===== src/rtl/kpyd_pkg.sv =====
`default_nettype none
// ============================================================================
// Module   : kpyd_pkg
// Purpose  : Shared types, key map and helpers for the 4x4 keypad scanner.
// Revision : 1.0 - initial release
// ============================================================================
package kpyd_pkg;

  // Column-scan controller states.
  typedef enum logic [0:0] {
    DRIVE = 1'b0,
    EVAL  = 1'b1
  } kpyd_state_e;

  // Snapshot bit index is row*4 + col; entry is the hex code printed on that key.
  localparam logic [3:0] key_map_lp [16] = '{
    4'h1, 4'h2, 4'h3, 4'hA,
    4'h4, 4'h5, 4'h6, 4'hB,
    4'h7, 4'h8, 4'h9, 4'hC,
    4'h0, 4'hF, 4'hE, 4'hD
  };

  // Result of a single-bit test on a 16-bit matrix snapshot.
  typedef struct packed {
    logic       valid;
    logic [3:0] idx;
  } onehot16_t;

  // valid=1 when exactly one bit is set; idx is then the position of that bit.
  function automatic onehot16_t onehot16(input logic [15:0] snapshot);
    onehot16_t  res;
    logic [4:0] ones;
    res.valid = 1'b0;
    res.idx   = 4'h0;
    ones      = 5'd0;
    for (int i = 0; i < 16; i++) begin
      if (snapshot[i]) begin
        ones    = ones + 5'd1;
        res.idx = 4'(i);
      end
    end
    res.valid = (ones == 5'd1);
    return res;
  endfunction

endpackage
`default_nettype wire


===== src/rtl/kpyd_debounce.sv =====
`default_nettype none
// ============================================================================
// Module   : kpyd_debounce
// Purpose  : Accepts a new 16-bit key matrix state once it has been seen on
//            debounce_scans_p consecutive identical full scans.
// Revision : 1.0 - initial release
// ============================================================================
module kpyd_debounce #(
  parameter int debounce_scans_p = 4
) (
  input  logic        clk_i,
  input  logic        reset_i,
  input  logic        eval_i,
  input  logic [15:0] snap_i,
  output logic [15:0] deb_o,
  output logic        deb_update_o
);

  localparam int                 c_cnt_w   = $clog2(debounce_scans_p + 1);
  localparam logic [c_cnt_w-1:0] c_cnt_max = c_cnt_w'(debounce_scans_p);
  localparam logic [c_cnt_w-1:0] c_cnt_one = c_cnt_w'(1);

  logic [15:0]        r_last;
  logic [15:0]        r_deb;
  logic [c_cnt_w-1:0] r_cnt;
  logic [c_cnt_w-1:0] w_cnt_next;

  // Stability count for this scan; deb_update_o fires in the EVAL cycle that accepts a new state.
  always_comb begin
    w_cnt_next = c_cnt_one;
    if (snap_i == r_last) begin
      w_cnt_next = (r_cnt == c_cnt_max) ? c_cnt_max : r_cnt + c_cnt_one;
    end
    deb_update_o = eval_i && (w_cnt_next == c_cnt_max) && (snap_i != r_deb);
  end

  // Once per scan: remember the snapshot, update the count and the accepted state.
  always_ff @(posedge clk_i) begin
    if (reset_i) begin
      r_last <= '0;
      r_cnt  <= '0;
      r_deb  <= '0;
    end else if (eval_i) begin
      r_last <= snap_i;
      r_cnt  <= w_cnt_next;
      if (deb_update_o) begin
        r_deb <= snap_i;
      end
    end
  end

  assign deb_o = r_deb;

endmodule
`default_nettype wire


===== src/rtl/kpyd_scanner.sv =====
`default_nettype none
// ============================================================================
// Module   : kpyd_scanner
// Purpose  : 4x4 Pmod keypad scan controller. Walks the columns, samples the
//            synchronized rows, debounces full snapshots and hands one hex key
//            code per new single-key press to a valid/ready consumer.
// Revision : 1.0 - initial release
// ============================================================================
module kpyd_scanner
  import kpyd_pkg::*;
#(
  parameter int settle_cycles_p  = 1200,
  parameter int debounce_scans_p = 4
) (
  input  logic       clk_i,
  input  logic       reset_i,
  input  logic [3:0] row_async_i,
  output logic [3:0] col_o,
  output logic [3:0] key_o,
  output logic       valid_o,
  input  logic       ready_i,
  output logic       pressed_o,
  output logic       overrun_o
);

  localparam int                    c_settle_w    = $clog2(settle_cycles_p);
  localparam logic [c_settle_w-1:0] c_settle_last = c_settle_w'(settle_cycles_p - 1);
  localparam logic [c_settle_w-1:0] c_settle_one  = c_settle_w'(1);

  kpyd_state_e           r_state;
  kpyd_state_e           w_state_next;
  logic                  r_scan_active;
  logic [c_settle_w-1:0] r_cnt;
  logic [c_settle_w-1:0] w_cnt_next;
  logic [1:0]            r_col_idx;
  logic [1:0]            w_col_idx_next;
  logic                  w_sample;
  logic                  w_eval;
  logic [3:0]            r_col;
  logic [3:0]            r_row_meta;
  logic [3:0]            r_row_sync;
  logic [3:0]            w_rows;
  logic [15:0]           r_snap;
  logic [15:0]           w_snap_next;
  logic [15:0]           w_deb;
  logic                  w_deb_update;
  onehot16_t             w_hit;
  logic                  w_event;
  logic [3:0]            r_key;
  logic                  r_valid;
  logic                  r_pressed;
  logic                  r_overrun;

  // Two-flop synchronizer; idle level is all rows high (no key).
  always_ff @(posedge clk_i) begin
    if (reset_i) begin
      r_row_meta <= 4'hF;
      r_row_sync <= 4'hF;
    end else begin
      r_row_meta <= row_async_i;
      r_row_sync <= r_row_meta;
    end
  end

  assign w_rows = ~r_row_sync;

  // Settle counter and column stepping; EVAL overlaps the first column-0 cycle.
  always_comb begin
    w_state_next   = r_state;
    w_cnt_next     = r_cnt;
    w_col_idx_next = r_col_idx;
    w_sample       = 1'b0;
    if (r_scan_active) begin
      if (r_state == EVAL) begin
        w_state_next = DRIVE;
      end
      if (r_cnt == c_settle_last) begin
        w_sample       = 1'b1;
        w_cnt_next     = '0;
        w_col_idx_next = r_col_idx + 2'd1;
        if (r_col_idx == 2'd3) begin
          w_state_next = EVAL;
        end
      end else begin
        w_cnt_next = r_cnt + c_settle_one;
      end
    end
  end

  assign w_eval = (r_state == EVAL);

  // State register; scanning begins with column 0 on the first cycle out of reset.
  always_ff @(posedge clk_i) begin
    if (reset_i) begin
      r_state       <= DRIVE;
      r_scan_active <= 1'b0;
      r_cnt         <= '0;
      r_col_idx     <= 2'd0;
      r_col         <= 4'hF;
    end else begin
      r_state       <= w_state_next;
      r_scan_active <= 1'b1;
      r_cnt         <= w_cnt_next;
      r_col_idx     <= w_col_idx_next;
      r_col         <= ~(4'b0001 << w_col_idx_next);
    end
  end

  // Place the four row samples of the driven column into the snapshot.
  always_comb begin
    w_snap_next = r_snap;
    if (w_sample) begin
      w_snap_next[{2'd0, r_col_idx}] = w_rows[0];
      w_snap_next[{2'd1, r_col_idx}] = w_rows[1];
      w_snap_next[{2'd2, r_col_idx}] = w_rows[2];
      w_snap_next[{2'd3, r_col_idx}] = w_rows[3];
    end
  end

  // Snapshot register.
  always_ff @(posedge clk_i) begin
    if (reset_i) begin
      r_snap <= '0;
    end else begin
      r_snap <= w_snap_next;
    end
  end

  kpyd_debounce #(
    .debounce_scans_p (debounce_scans_p)
  ) u_debounce (
    .clk_i        (clk_i),
    .reset_i      (reset_i),
    .eval_i       (w_eval),
    .snap_i       (r_snap),
    .deb_o        (w_deb),
    .deb_update_o (w_deb_update)
  );

  // A new accepted state with one key down, and that key newly down, is an event.
  assign w_hit   = onehot16(r_snap);
  assign w_event = w_deb_update && w_hit.valid && !w_deb[w_hit.idx];

  // Output handshake: load when empty, otherwise drop and flag overrun (no bypass).
  always_ff @(posedge clk_i) begin
    if (reset_i) begin
      r_key     <= 4'h0;
      r_valid   <= 1'b0;
      r_overrun <= 1'b0;
    end else begin
      r_overrun <= w_event && r_valid;
      if (w_event && !r_valid) begin
        r_key   <= key_map_lp[w_hit.idx];
        r_valid <= 1'b1;
      end else if (r_valid && ready_i) begin
        r_valid <= 1'b0;
      end
    end
  end

  // Debounced "any key down" flag, one cycle behind the accepted state.
  always_ff @(posedge clk_i) begin
    if (reset_i) begin
      r_pressed <= 1'b0;
    end else begin
      r_pressed <= |w_deb;
    end
  end

  assign col_o     = r_col;
  assign key_o     = r_key;
  assign valid_o   = r_valid;
  assign pressed_o = r_pressed;
  assign overrun_o = r_overrun;

endmodule
`default_nettype wire


===== config.mk =====
export PLATFORM = sky130hd
export DESIGN_NAME = kpyd_scanner
export DESIGN_NICKNAME = d
export VERILOG_FILES = /design/src/rtl/kpyd_pkg.sv /design/src/rtl/kpyd_debounce.sv /design/src/rtl/kpyd_scanner.sv
export SDC_FILE = /design/constraint.sdc
export NUM_CORES = 1
export LEC_CHECK = 0
export ABC_CLOCK_PERIOD_IN_PS = 25100
export BUFFER_PORTS_ARGS = -buffer_cell sky130_fd_sc_hd__buf_2
export CAP_MARGIN = 20
export CELL_PAD_IN_SITES_DETAIL_PLACEMENT = 0
export CELL_PAD_IN_SITES_GLOBAL_PLACEMENT = 1
export CORE_UTILIZATION = 53
export CTS_CLUSTER_SIZE = 14
export DETAILED_ROUTE_END_ITERATION = 10
export GPL_TIMING_DRIVEN = 0
export MAX_ROUTING_LAYER = met4
export PLACE_DENSITY = 0.95
export SLEW_MARGIN = 25
export SYNTH_ARGS = -nofsm -noshare
export SYNTH_HDL_FRONTEND = slang
export SYNTH_HIERARCHICAL = 1
export SYNTH_SLANG_ARGS = --single-unit

===== constraint.sdc =====
create_clock -name clk_i -period 25.1 [get_ports clk_i]
set_clock_uncertainty 0.15 [all_clocks]
set_input_delay 2.51 -clock clk_i [delete_from_list [all_inputs] [get_ports clk_i]]
set_output_delay 2.51 -clock clk_i [all_outputs]
set_load 0.1 [all_outputs]

* Yosys cells after proc, flatten, opt, wreduce, memory -nomap -nowiden
Memories as Yosys holds them, arrays and structs flattened. A register that Yosys moved wholly into a read port is not among the register bits.
Cells that the tools add are included.
** Word-level totals
- Bits in registers :: 81
- Bits of input ports :: 7
- Output and inout bits :: 11
- Bits in read-only memories :: 64
- Word-level logic and storage cells :: 126
- Memories :: 1
** Operators by class
- Eq/ne operators :: 7
- Bitwise operators :: 3
- Add/sub/neg operators :: 18
- Shift operators :: 1
- $lt $le $gt $ge :: 9
- Multiplexer cells :: 57
- Reduce and logical (&&, ||, !) cells :: 16
** Memories
- (name not given) :: depth 16, bits a word 4, read ports 1, clocked after memory_dff 1, wr ports 0, line kpyd_scanner.sv:153 : r_key <= key_map_lp[w_hit.idx];
** Operators with widths (count)
- 5-bit by 1-bit adder with 5-bit output (second input constant) :: 15
- 5-bit 2-to-1 mux :: 15
- 16-bit bitwise mux :: 4
- 4-bit 2-to-1 mux :: 14
- 16-bit equality test :: 1
- 16-bit != test :: 1
- 16-bit OR reduction :: 1
- 4-bit by 5-bit less-than comparator with 1-bit output (second input constant) :: 3
- 1-bit 2-to-1 mux :: 14
- 11-bit by 1-bit adder with 11-bit output (second input constant) :: 1
- 11-bit equality test (second input constant) :: 1
- 1-bit logical AND :: 11
- 11-bit 2-to-1 mux :: 1
- 1-bit demux with 2-bit select :: 4
- 4-bit by 1-bit greater-or-equal comparator with 1-bit output (second input constant) :: 2
- 4-bit inverter :: 2
- 3-bit equality test (second input constant) :: 2
- 3-bit 2-to-1 mux :: 2
- 5-bit by 1-bit equality test with 1-bit output (second input constant) :: 1
- 2-bit by 5-bit less-than comparator with 1-bit output (second input constant) :: 1
- 3-bit by 5-bit less-than comparator with 1-bit output (second input constant) :: 1
- 4-bit inverter with 5-bit output :: 1
- 1-bit binary-select mux with 4-bit select :: 1
- 2-bit 2-to-1 mux :: 2
- 9 further kinds :: 10

* Depth between registers and ports, before layout
Gate-level depths: netlist of run 1.
- Word-level depth :: 36
- Gate-level depth with buffers :: 49
- Gate-level depth less buffers :: 49

* Modules after synthesis
Netlist of run 1, hierarchy kept.
** Modules (own cells, without submodules)
- kpyd_scanner :: cells each 475, times used 1, area an instance 4001.3 um2
- kpyd_debounce :: cells each 192, times used 1, area an instance 1830.5 um2

* Worst setup path before layout of run 1
Ideal clock, no wire load.
- Path kind :: reg-to-reg
- Start :: register r_snap[0]
- End :: register r_key[0], in the netlist key_o[0]
- Arrival time :: 9.417 ns
- Cell stages (with the launch flop) :: 46
- Clock period less this slack :: 9.688 ns
- Required time :: 24.829 ns
- Setup slack :: 15.412 ns
- Library setup time :: 0.121 ns
- Cell sequence :: dfxtp_1 inv_1 ha_1 xor2_1 ha_1 nor2b_1 nor2_1 ha_1 nand2_1 o31ai_1 ha_1 nor2b_1 a41oi_1 nand2_1 inv_1 ha_1 nand2_1 o21ai_0 (+10 left out) nand2_1 ha_1 mux2_2 ha_1 o22ai_1 a31oi_1 ha_1 mux2_2 ha_1 mux2_2 ha_1 nand2b_1 mux2_2 a2111oi_0 o311ai_0 a2111oi_4 o211ai_4 mux2_4
** On the way
- Word-level cells in the longest chain between the ends :: 35
- Elaborated cells on any way between the ends :: 41
** Ends and longest elaborated chain
- start, declared :: line kpyd_scanner.sv:43 : logic [15:0] r_snap;
- start signal, assigned :: line kpyd_scanner.sv:125 : r_snap <= w_snap_next;
- 1-bit 2-to-1 mux :: line kpyd_pkg.sv:37 : if (snapshot[i]) begin
- 5-bit by 1-bit adder with 5-bit output :: line kpyd_pkg.sv:38 : ones = ones + 5'd1;
- 5-bit 2-to-1 mux :: line kpyd_pkg.sv:37
- 5-bit by 1-bit adder with 5-bit output :: line kpyd_pkg.sv:38
- 5-bit 2-to-1 mux :: line kpyd_pkg.sv:37
- 5-bit by 1-bit adder with 5-bit output :: line kpyd_pkg.sv:38
- 5-bit 2-to-1 mux :: line kpyd_pkg.sv:37
- 5-bit by 1-bit adder with 5-bit output :: line kpyd_pkg.sv:38
- (+18 left out)
- 5-bit 2-to-1 mux :: line kpyd_pkg.sv:37
- 5-bit by 1-bit adder with 5-bit output :: line kpyd_pkg.sv:38
- 5-bit 2-to-1 mux :: line kpyd_pkg.sv:37
- 5-bit by 1-bit adder with 5-bit output :: line kpyd_pkg.sv:38
- 5-bit 2-to-1 mux :: line kpyd_pkg.sv:37
- 5-bit by 1-bit equality test with 1-bit output :: line kpyd_pkg.sv:42 : res.valid = (ones == 5'd1);
- 1-bit logical AND * (2 in a row) :: line kpyd_scanner.sv:142 : assign w_event = w_deb_update && w_hit.valid && !w_deb[w_hit.idx];
- 1-bit logical AND * :: line kpyd_scanner.sv:152 : if (w_event && !r_valid) begin
- end, declared :: line kpyd_scanner.sv:49 : logic [3:0] r_key;
Mark *: on every way between the ends. The rest lies on a longest branch, timed or not.
A chain may end at the register's enable or synchronous reset.

* Worst setup path in the final report of run 1
- Start :: register r_snap[1]
- End :: register r_key[0], in the netlist key_o[0]
** On the way
- Word-level cells in the longest chain between the ends :: 33
- Elaborated cells on any way between the ends :: 58
** Ends and longest elaborated chain (line)
- 5-bit 2-to-1 mux :: kpyd_pkg.sv:37
- 5-bit by 1-bit adder with 5-bit output :: kpyd_pkg.sv:38
- 5-bit 2-to-1 mux :: kpyd_pkg.sv:37
- 5-bit by 1-bit adder with 5-bit output :: kpyd_pkg.sv:38
- 5-bit 2-to-1 mux :: kpyd_pkg.sv:37
- 5-bit by 1-bit adder with 5-bit output :: kpyd_pkg.sv:38
- 5-bit 2-to-1 mux :: kpyd_pkg.sv:37
- 5-bit by 1-bit adder with 5-bit output :: kpyd_pkg.sv:38
- (+16 left out)
- 5-bit 2-to-1 mux :: kpyd_pkg.sv:37
- 5-bit by 1-bit adder with 5-bit output :: kpyd_pkg.sv:38
- 5-bit 2-to-1 mux :: kpyd_pkg.sv:37
- 5-bit by 1-bit adder with 5-bit output :: kpyd_pkg.sv:38
- 5-bit 2-to-1 mux :: kpyd_pkg.sv:37
- 5-bit by 1-bit equality test with 1-bit output :: kpyd_pkg.sv:42
- 1-bit logical AND (2 in a row) :: kpyd_scanner.sv:142
- 1-bit logical AND :: kpyd_scanner.sv:152
Parallel ways exist; a longest one is shown, timed or not. The select of a mux whose other input is x is not followed.

==> results of run 1 <==
## state kept, by name, indices dropped and copies added, names as in the netlist
name and flops:
r_snap 16, u_debounce/deb_o 16, u_debounce/r_last 16, r_cnt 11, col_o 4, key_o 4, r_row_meta 4, r_row_sync 4
u_debounce/r_cnt 3, r_col_idx 2, overrun_o 1, pressed_o 1, r_scan_active 1, r_state 1, valid_o 1
## critical path, delay by kind of cell, from the launching register on
| family | cells | cell delay (ns) |
|---|---|---|
| xor+xnor | 1 | 0.17 |
| simple gates | 11 | 1.39 |
| buf+inv | 2 | 0.17 |
| flops | 1 | 0.57 |
| mux | 5 | 1.49 |
| compound gates | 13 | 2.84 |
| fa+ha+maj | 13 | 3.95 |
## per-stage QoR
stage,setup slack [ns],total power [µW],instances
2_1_floorplan,15.41,143,667
3_3_place_gp,14.45,145,819
3_5_place_dp,14.39,145,819
4_1_cts,14.31,240,835
5_1_grt,13.44,246,835
6_report,14.25,238,835
## logic make-up (layout without fill, tap and decap cells)
family          after synthesis  count (layout)  synth area share
compound gates              124             124             0.154
xor+xnor                     89              89             0.167
fa+ha+maj                    25              25            0.0536
buf+inv                      67              99            0.0511
flops                        85              85             0.292
mux                          35              35            0.0674
simple gates                242             242             0.215
## worst paths after layout
path	end	slack, ns	depth (start not counted)
worst min register to register	r_row_sync[2]$_SDFF_PP1_	0.27	1
worst max register to register	key_o[0]$_SDFFE_PP0P_	14.25	45
worst max-delay path	key_o[0]$_SDFFE_PP0P_	14.25	45
worst min-delay path	r_row_sync[2]$_SDFF_PP1_	0.27	1
## cell usage in the layout, fill, tap and decap left out, types with 25 or more instances in the layout
master     n
clkbuf_1  29
ha_1      25
a21oi_1   31
nor2_1    82
xor2_1    47
xnor2_1   28
dfxtp_1   85
inv_1     25
nand2_1   41
mux2i_1   25
## metal layers
metal	share of wire	track usage	vias to the layer above
met4	0.019	0.0841	0
met2	0.47	0.432	160
met3	0.045	0.0298	29
met5	0	-	-
li1	-	-	2450
met1	0.46	0.333	2371
## power by group through the flow
stage | logic (µW) | clock network [µW] | registers (µW)
after floorplan | 3.18 | 0 | 140
after global placement | 5.22 | 0 | 140
after detailed placement | 5.44 | 0 | 140
after CTS | 5.50 | 97.7 | 137
after global routing | 6.00 | 103 | 137
final | 5.49 | 95.8 | 137
## cell type report
type	count	area [µm²]	area share
plain buffers	40	196	0.0313
repair buffers	16	80.1	0.0127
inverters	27	101	0.0161
multi-input cells	515	3830	0.610
clock buffers	9	124	0.0197
flip-flops and latches	85	1700	0.271
clock inverters	7	78.8	0.0125
well taps	136	170	0.0271
==> results by group, run 1 <==
Status
  • Run status: finished clean

Logic synthesis
  • Synth Register Bits: 85
  • Area leader, netlist: dfxtp_1
  • Synth Flop Type: dfxtp_1
  • Syn nets: 699
  • Synthesized instance count: 667
  • Synth top area share: 0.292
  • Synth warn: 6
  • Synth cell count leaders: 85 x dfxtp_1, 82 x nor2_1, 47 x xor2_1
  • Sequential-to-total area share from yosys stat: 0.292
  • Synth area leaders: dfxtp_1 29%, xor2_1 7.1%, ha_1 5.4%
  • Number of synthesized flops with an enable pin: 0
  • Synth Area per Inst: 8.74 µm²
  • Mapped cell area: 5830 µm²
  • Synth unique cells: 72
  • Ys async rst share: 0
  • Most common cell in the netlist: dfxtp_1

Clock tree
  • Clk root buf: clkbuf_8
  • H-tree Lvls: 3
  • Cts hold-fix bufs: 0
  • CTS sink count: 85
  • Setup bufs post-CTS: 0
  • CTS Buf Count: 9
  • CTS tree: built
  • CTS clk-pin slew, worst paths: 0.11 ns
  • Worst-skew pair later-pin latency: 0.37 ns
  • Clock Path Buffers: 2
  • Cts repair resizes: 0

Placed design
  • Detailed placement HPWL: 10100 µm
  • GP Congestion: 0.880
  • Buffers on Ports: 16
  • Post-DP Area: 6080 µm²

Die
  • Die H: 107 µm
  • Core ar.: 10500 µm²
  • DIE WIDTH: 107 µm
  • Std-Cell Rows: 37
  • Initial Utilization: 0.555
  • DIE AREA: 11400 µm²
  • Ports: 18

Global route
  • Largest net degree at the start of global routing: 19
  • Global route overflow: 0
  • First-pass GRT wire length: 23200 µm
  • Initial antenna violation count: 0
  • Vias in the first global route: 4811
  • Global Route Usage Sum: 0.261

Power
  • Sw Ratio: 0.257
  • Sequential share of power: 0.574
  • Internal Pwr Total: 177 µW
  • Clock power share: 0.402
  • Sw power: 61.2 µW
  • Leakage power: 0.00260 µW
  • Max VDD drop: 0.0000499 V
  • Logic pwr share: 0.023
  • Power per cell area: 37.9 nW/µm²

Critical path
  • CP Class: reg2reg
  • Slowest-stage cell, CP: dfxtp_1
  • Setup crit start kind: flip-flop
  • Most frequent CP cell: ha_1
  • CP startpoint: r_snap[1]$_SDFFE_PP0P_
  • Critical path endpoint category: flip-flop
  • CP Max Fanout: 8
  • Worst path max stage delay: 0.57 ns
  • Crit path DAT: 10.95 ns
  • R2R Path Start: r_snap[1]$_SDFFE_PP0P_
  • Critical Path RT: 25.21 ns

STA
  • Hold Slack: 0.273 ns
  • Pin slew with the least headroom to its limit: 0.886 ns
  • Setup_tns: 0 ns
  • Pins Over Slew Limit: 0
  • Final setup fails: 0
  • RSZ-0062 raised after global routing: no
  • Minimum clock period: 10.85 ns
  • Share of the clock period used by the worst path after layout: 0.432
  • Fmax: 0.0922 GHz
  • Rel. slew slack: 0.404
  • Final hold violations: 0

Routing
  • Vias/cell: 6.00
  • Drt first pass iters: 5
  • Total wire length: 13800 µm
  • Via count: 5010
  • Antenna Nets Post-Route: 0
  • Initial DRC Count: 368
  • Wire per inst: 16.5 µm
  • DRC: 0

Layout
  • Ant diodes: 0
  • Share of layout cells above drive strength 1: 0.116
  • Fillers: 903
  • Final instance area: 6280 µm²
  • Post-layout nets: 726
  • Post-layout util: 0.598
  • Layout area overhead: 7.77%

Worst hold path
  • Hold Path Origin: r_row_meta[2]$_SDFF_PP1_
  • Hold Path Class: reg2reg

Job
  • Max-Cap Viols: 0
No activity file was read; power rests on OpenSTA's default activity.
==> run 2, diff against run 1 <==
--- a/config.mk
+++ b/config.mk
@@ -5,17 +5,18 @@
 export SDC_FILE = /design/constraint.sdc
 export NUM_CORES = 1
 export LEC_CHECK = 0
-export ABC_CLOCK_PERIOD_IN_PS = 25100
+export ABC_AREA = 1
+export ABC_CLOCK_PERIOD_IN_PS = 10000
 export BUFFER_PORTS_ARGS = -buffer_cell sky130_fd_sc_hd__buf_2
 export CAP_MARGIN = 20
 export CELL_PAD_IN_SITES_DETAIL_PLACEMENT = 0
 export CELL_PAD_IN_SITES_GLOBAL_PLACEMENT = 1
-export CORE_UTILIZATION = 53
+export CORE_UTILIZATION = 45
 export CTS_CLUSTER_SIZE = 14
 export DETAILED_ROUTE_END_ITERATION = 10
 export GPL_TIMING_DRIVEN = 0
 export MAX_ROUTING_LAYER = met4
-export PLACE_DENSITY = 0.95
+export PLACE_DENSITY = 0.9
 export SLEW_MARGIN = 25
 export SYNTH_ARGS = -nofsm -noshare
 export SYNTH_HDL_FRONTEND = slang
==> constraint.sdc (replaced) <==
create_clock -name clk_i -period 10 [get_ports clk_i]
set_clock_uncertainty 0.15 [all_clocks]
set_input_delay 1 -clock clk_i [delete_from_list [all_inputs] [get_ports clk_i]]
set_output_delay 1 -clock clk_i [all_outputs]
set_load 0.1 [all_outputs]
==> run 2 against run 1 <==
Net effect: first-iteration DRC count is 32% lower; largest power group unchanged; fmax is 25% higher; highest routed layer unchanged; largest cell class unchanged; via count up 4.2%; non-clock buffer count down 25; global-route usage shrank 4.7 points; sequential power grew to 2.5 times the previous value; die area increased by 17%; sequential share of layout area shrank 0.35 points.
==> results by group, run 2 <==
Status
  • Run status: finished clean

Layout
  • Fillers: 1342 (+49%)
  • Fin cells: 1108 (+33%)
  • Ant diodes: 0 (unchanged)
  • Share of layout cells above drive strength 1: 0.154 (+0.0380)
  • Most frequent cells in the layout: 242 x nand2_1, 118 x inv_1, 118 x nor2_1
  • Commonest non-fill, non-tap cell in the layout: nand2_1
  • Layout area overhead: 10.1%
  • Post-layout nets: 963 (+33%)
  • Final instance area: 6370 µm² (+1.3%)

Die
  • Die H: 115 µm (+7.9%)
  • Core ar.: 12600 µm² (+20%)
  • Std-Cell Rows: 41 (+11%)
  • DIE WIDTH: 115 µm (+7.9%)
  • DIE AREA: 13300 µm² (+17%)
  • Ports: 18 (unchanged)
  • Initial Utilization: 0.460 (-0.0946)

Placed design
  • Detailed placement HPWL: 9730 µm (-3.7%)
  • Post-DP Area: 6090 µm² (about the same)
  • Dpl cells: 1092 (+33%)
  • GP Congestion: 0.859 (-2.4%)
  • DP Worst Slack: 1.29 ns (-13.10 ns)
  • Buffers on Ports: 17 (+1)

Logic synthesis
  • Synth cell count leaders: 242 x nand2_1, 118 x inv_1, 118 x nor2_1
  • Synth Flop Type: dfxtp_1
  • Adder-cell share of the synthesized area: 0.0541 (+0.000429)
  • Sequential-to-total area share from yosys stat: 0.294 (+0.00233)
  • Synth Area in Simple Gates: 0.419 (+0.204)
  • Synth top area share: 0.294 (+0.00233)
  • Main combinational cell family by area after synthesis: simple AND/OR/NAND/NOR gates
  • Compound-Gate Fraction of Synth Area: 0.0913 (-0.0630)
  • Area leader, netlist: dfxtp_1
  • Most common cell in the netlist: nand2_1
  • Mapped cell area: 5790 µm² (-0.79%)
  • Ys async rst share: 0 (unchanged)
  • Synth Area in XOR/XNOR: 0.0348 (-0.132)
  • Number of synthesized flops with an enable pin: 0 (unchanged)
  • Synthesized instance count: 903 (+35%)
  • Syn nets: 935 (+34%)
  • Synth Register Bits: 85 (unchanged)
  • Mux contribution to synthesized area: 0 (-0.0674)
  • Synth unique cells: 42 (-42%)
  • Synth warn: 6 (unchanged)
  • Synth area leaders: dfxtp_1 29%, nand2_1 16%, inv_1 7.7%
  • Synth Area per Inst: 6.41 µm² (-27%)

Routing
  • Antenna Nets Post-Route: 0 (unchanged)
  • Drt first pass iters: 4 (-1)
  • Via count: 5221 (+4.2%)
  • Initial DRC Count: 249 (-32%)
  • Total wire length: 12500 µm (-9.0%)
  • DRC: 0 (unchanged)
  • Wire per inst: 11.3 µm (-31%)
  • Vias/cell: 4.71 (-21%)

STA
  • Share of the clock period used by the worst path after layout: 0.870 (+0.438)
  • Pin slew with the least headroom to its limit: 0.750 ns (-0.135 ns)
  • Rel. slew slack: 0.498 (+0.0939)
  • Final hold violations: 0 (unchanged)
  • Hold Slack: 0.256 ns (-0.0177 ns)
  • Minimum clock period: 8.70 ns (-2.15 ns)
  • RSZ-0062 raised after global routing: no
  • Pins Over Slew Limit: 0 (unchanged)
  • Fmax: 0.115 GHz (+25%)
  • Setup_tns: 0 ns (unchanged)
  • Fin worst setup slack: 1.30 ns (-12.95 ns)
  • Final setup fails: 0 (unchanged)

Global route
  • Global Route Usage Sum: 0.214 (-0.0467)
  • Global route overflow: 0 (unchanged)
  • First-pass GRT wire length: 21800 µm (-5.7%)
  • Initial antenna violation count: 0 (unchanged)
  • Vias in the first global route: 4744 (-1.4%)
  • Largest net degree at the start of global routing: 17 (-2)

Clock tree
  • CTS Buf Count: 9 (unchanged)
  • Setup bufs post-CTS: 0 (unchanged)
  • H-tree Lvls: 3 (unchanged)
  • CTS sink count: 85 (unchanged)
  • Clock Path Buffers: 2 (unchanged)
  • Worst-skew pair later-pin latency: 0.34 ns (-0.03 ns)
  • Cts hold-fix bufs: 0 (unchanged)
  • CTS tree: built
  • CTS clk-pin slew, worst paths: 0.07 ns (-0.04 ns)
  • Clk root buf: clkbuf_16
  • Cts repair resizes: 0 (unchanged)

Critical path
  • Slowest-stage cell, CP: dfxtp_1
  • Most frequent CP cell: nand2_1
  • CP startpoint: r_snap[1]$_SDFFE_PP0P_
  • Worst r2r path cells: 55 (+22%)
  • CP Class: reg2reg
  • Critical Path RT: 10.13 ns (-15.08 ns)
  • R2R Path Start: r_snap[1]$_SDFFE_PP0P_
  • CP Max Fanout: 8 (unchanged)
  • Worst path max stage delay: 0.51 ns (-0.06 ns)
  • Critical path endpoint category: flip-flop
  • Setup crit start kind: flip-flop
  • Crit path DAT: 8.82 ns (-2.13 ns)

Worst hold path
  • Hold Path Origin: r_row_meta[3]$_SDFF_PP1_
  • Hold path depth: 1 (unchanged)
  • Hold Path Class: reg2reg

Power
  • Leakage power: 0.00321 µW (+24%)
  • Max VDD drop: 0.0000844 V (+69%)
  • Power per cell area: 105 nW/µm² (+180%)

Job
  • Max-Cap Viols: 0 (unchanged)
run 2: cell types whose count changed after synthesis, sizes merged, moves of 16 or more:
cell and delta:
inv +115, mux2i -25, nand4 -16, clkbuf -20, nor2 +42, o21ai +21, o31ai -18, xor2 -40
nand2 +243, nand3 +62
run 2: area by class of cell:
cell class | instances | area, µm² | share of cell area
Multi-Input combinational cell | 660 | 3470 | 0.545
Tap cell | 172 | 215 | 0.0338
Buffer | 14 | 76.3 | 0.0120
Clock buffer | 9 | 225 | 0.0354
Sequential cell | 85 | 1700 | 0.267
Inverter | 144 | 541 | 0.0849
Clock inverter | 7 | 56.3 | 0.00884
Timing Repair Buffer | 17 | 85.1 | 0.0134
run 2: per-layer routing:
| metal | part of all wire | vias to the layer above | GRT usage |
|---|---|---|---|
| met3 | 0.029 | 15 | 0.0358 |
| met2 | 0.45 | 54 | 0.339 |
| met4 | 0.017 | 0 | 0.0615 |
| met1 | 0.50 | 2255 | 0.279 |
| met5 | 0 | - | - |
| li1 | - | 2897 | - |
run 2: report_power, final:
part,internal [µW],total [µW],switching [µW]
sequential,341,343,1.78
combinational,4.55,14.5,9.92
clock,173,314,142
total,518,672,153
run 2: worst paths after layout:
kind                              endpoint  slack, ns
hold reg to reg   r_row_sync[3]$_SDFF_PP1_       0.26
setup / recovery     key_o[1]$_SDFFE_PP0P_       1.30
setup reg to reg     key_o[1]$_SDFFE_PP0P_       1.30
hold / removal    r_row_sync[3]$_SDFF_PP1_       0.26
run 2: metrics by stage:
step | total power, µW | util
2_1_floorplan | 360 | -
6_report | 672 | 0.507
5_1_grt | 696 | 0.507
3_3_place_gp | 365 | 0.484
4_1_cts | 681 | 0.507
3_5_place_dp | 365 | 0.484
run 2: worst max-delay path, delay by kind of cell, from the launching register on:
kind                       cells  cell delay (ns)
and+or+nand+nor               29             3.05
adders and majority gates     14             3.83
DFF                            1             0.51
AOI/OAI and AO/OA              3             0.48
buffers and inverters          9             0.60
run 2: cells by family after synthesis:
group                      after synthesis
AOI/OAI and AO/OA                       89
adders and majority gates               25
buffers and inverters                  158
DFF                                     85
xor gates and xnor gates                23
and+or+nand+nor                        523
==> run 3, diff against run 2 <==
--- a/config.mk
+++ b/config.mk
@@ -7,13 +7,13 @@
 export LEC_CHECK = 0
 export ABC_AREA = 1
 export ABC_CLOCK_PERIOD_IN_PS = 10000
-export BUFFER_PORTS_ARGS = -buffer_cell sky130_fd_sc_hd__buf_2
 export CAP_MARGIN = 20
 export CELL_PAD_IN_SITES_DETAIL_PLACEMENT = 0
 export CELL_PAD_IN_SITES_GLOBAL_PLACEMENT = 1
-export CORE_UTILIZATION = 45
+export CORE_UTILIZATION = 46
 export CTS_CLUSTER_SIZE = 14
 export DETAILED_ROUTE_END_ITERATION = 10
+export DONT_BUFFER_PORTS = 1
 export GPL_TIMING_DRIVEN = 0
 export MAX_ROUTING_LAYER = met4
 export PLACE_DENSITY = 0.9
==> run 3 against run 2 <==
Net effect: sequential power hardly changed; critical path type unchanged; core utilization is 1.5 points higher; routed wire length is 1.4% lower; flip-flop and latch count stayed put; global-route usage is 0.32 points lower; die area is 2.1% lower; register-to-register slack better by 0.04 ns; final cell count is 1.9% lower; critical endpoint unchanged; via count is 1.0% lower; total power is 6.9% higher; setup slack better by 0.045 ns.
==> results by group, run 3 (same netlist as run 2, synthesis figures left out) <==
Status
  • Run status: finished clean

Placed design
  • GP Congestion: 0.850 (-0.99%)
  • Buffers on Ports: 0 (-17)
  • DP Worst Slack: 1.32 ns (+0.0342 ns)
  • Detailed placement HPWL: 9590 µm (-1.5%)
  • Dpl cells: 1071 (-1.9%)

Routing
  • Wire per inst: 11.4 µm (+0.55%)
  • Vias/cell: 4.75 (+0.90%)
  • Via count: 5168 (-1.0%)
  • DRC: 0 (unchanged)
  • Initial DRC Count: 263 (+5.6%)
  • Total wire length: 12300 µm (-1.4%)
  • Drt first pass iters: 4 (unchanged)
  • Antenna Nets Post-Route: 0 (unchanged)

Clock tree
  • Clk root buf: clkbuf_16
  • Worst-skew pair later-pin latency: 0.34 ns (about the same)
  • Cts hold-fix bufs: 0 (unchanged)
  • CTS tree: built
  • CTS Buf Count: 9 (unchanged)
  • Cts repair resizes: 0 (unchanged)
  • CTS sink count: 85 (unchanged)
  • CTS clk-pin slew, worst paths: 0.06 ns (about the same)
  • Clock Path Buffers: 2 (unchanged)
  • Setup bufs post-CTS: 0 (unchanged)
  • H-tree Lvls: 3 (unchanged)

Critical path
  • Critical path endpoint category: flip-flop
  • Slowest-stage cell, CP: dfxtp_1
  • Worst path max stage delay: 0.53 ns (+0.02 ns)
  • Setup crit start kind: flip-flop
  • Critical Path RT: 10.13 ns (about the same)
  • Crit path DAT: 8.78 ns (-0.04 ns)
  • CP Class: reg2reg
  • CP Max Fanout: 8 (unchanged)
  • CP startpoint: r_snap[0]$_SDFFE_PP0P_
  • Most frequent CP cell: nand2_1
  • R2R Path Start: r_snap[0]$_SDFFE_PP0P_

STA
  • Final setup fails: 0 (unchanged)
  • Share of the clock period used by the worst path after layout: 0.865 (-0.00449)
  • Fin worst setup slack: 1.35 ns (+0.0449 ns)
  • Pin slew with the least headroom to its limit: 0.982 ns (+0.231 ns)
  • Rel. slew slack: 0.345 (-0.153)
  • RSZ-0062 raised after global routing: no
  • Fmax: 0.116 GHz (+0.52%)
  • Minimum clock period: 8.65 ns (-0.0449 ns)
  • Setup_tns: 0 ns (unchanged)
  • Final hold violations: 0 (unchanged)
  • Pins Over Slew Limit: 0 (unchanged)

Layout
  • Fin cells: 1087 (-1.9%)
  • Post-layout nets: 946 (-1.8%)
  • Share of layout cells above drive strength 1: 0.137 (-0.0167)
  • Post-layout util: 0.522 (+0.0153)
  • Layout area overhead: 9.26%
  • Most frequent cells in the layout: 242 x nand2_1, 118 x inv_1, 118 x nor2_1
  • Ant diodes: 0 (unchanged)
  • Commonest non-fill, non-tap cell in the layout: nand2_1

Power
  • Power per cell area: 114 nW/µm² (+7.7%)
  • Leakage power: 0.00316 µW (-1.8%)
  • Max VDD drop: 0.000126 V (+50%)

Global route
  • First-pass GRT wire length: 21300 µm (-2.7%)
  • Met3 GRT Util: 0.0307 (-0.00514)
  • Largest net degree at the start of global routing: 15 (-2)
  • Initial antenna violation count: 0 (unchanged)
  • Global Route Usage Sum: 0.211 (-0.00322)
  • Vias in the first global route: 4616 (-2.7%)
  • GRT busiest layer: met2
  • Met1 Track Usage GR: 0.284 (+0.00507)
  • Global route overflow: 0 (unchanged)
  • GR Layer Usage met2: 0.330 (-0.00962)

Die
  • DIE WIDTH: 114 µm (-1.1%)
  • Core ar.: 12100 µm² (-3.6%)
  • Std-Cell Rows: 40 (-2.4%)
  • DIE AREA: 13000 µm² (-2.1%)
  • Ports: 18 (unchanged)
  • Die H: 114 µm (-1.1%)
  • Initial Utilization: 0.478 (+0.0174)

Worst hold path
  • Hold Path Class: reg2reg
  • Hold Path Origin: r_row_meta[0]$_SDFF_PP1_

Job
  • Max-Cap Viols: 0 (unchanged)
-- run 3: worst paths after layout --
kind / cells after the start / endpoint / slack, ns
setup / recovery: 57 / key_o[1]$_SDFFE_PP0P_ / 1.35
hold / removal: 1 / r_row_sync[0]$_SDFF_PP1_ / 0.26
setup reg to reg: 57 / key_o[1]$_SDFFE_PP0P_ / 1.35
hold reg to reg: 1 / r_row_sync[0]$_SDFF_PP1_ / 0.26
-- run 3: final cells by class --
type                    instances  area [µm²]
fillers                      1283        5790
multi-input cells             660        3470
flip-flops and latches         85        1700
inverters                     144         541
clock buffers                  11         243
well taps                     168         210
clock inverters                 5        82.6
plain buffers                  14        76.3
-- run 3: through the flow --
stage          power [µW]  hold slack (ns)  cell area [µm²]
3_3_place_gp          363            0.241             6000
2_1_floorplan         360            0.239             5790
4_1_cts               726            0.264             6320
5_1_grt               741            0.271             6320
6_report              718            0.260             6320
3_5_place_dp          363            0.247             6000
-- run 3: worst max-delay path, delay by kind of cell, from the launching register on --
kind	cells	cell delay [ns]
adder cells (fa/ha/maj)	14	3.76
AND/OR/NAND/NOR	31	3.15
buffers and inverters	9	0.57
flip-flops	1	0.53
AO/OA/AOI/OAI	3	0.47
-- run 3: report_power, final --
part | switching [µW] | leakage (µW) | internal, µW
Clock | 136 | 0.000160 | 227
Combinational | 7.53 | 0.00231 | 3.66
Sequential | 3.38 | 0.000688 | 341
-- run 3: per-layer routing --
metal | vias up | routed length (µm)
met5 | - | 0
met4 | 0 | 103
met3 | 8 | 340
met2 | 48 | 5540
met1 | 2255 | 6360
li1 | 2857 | -
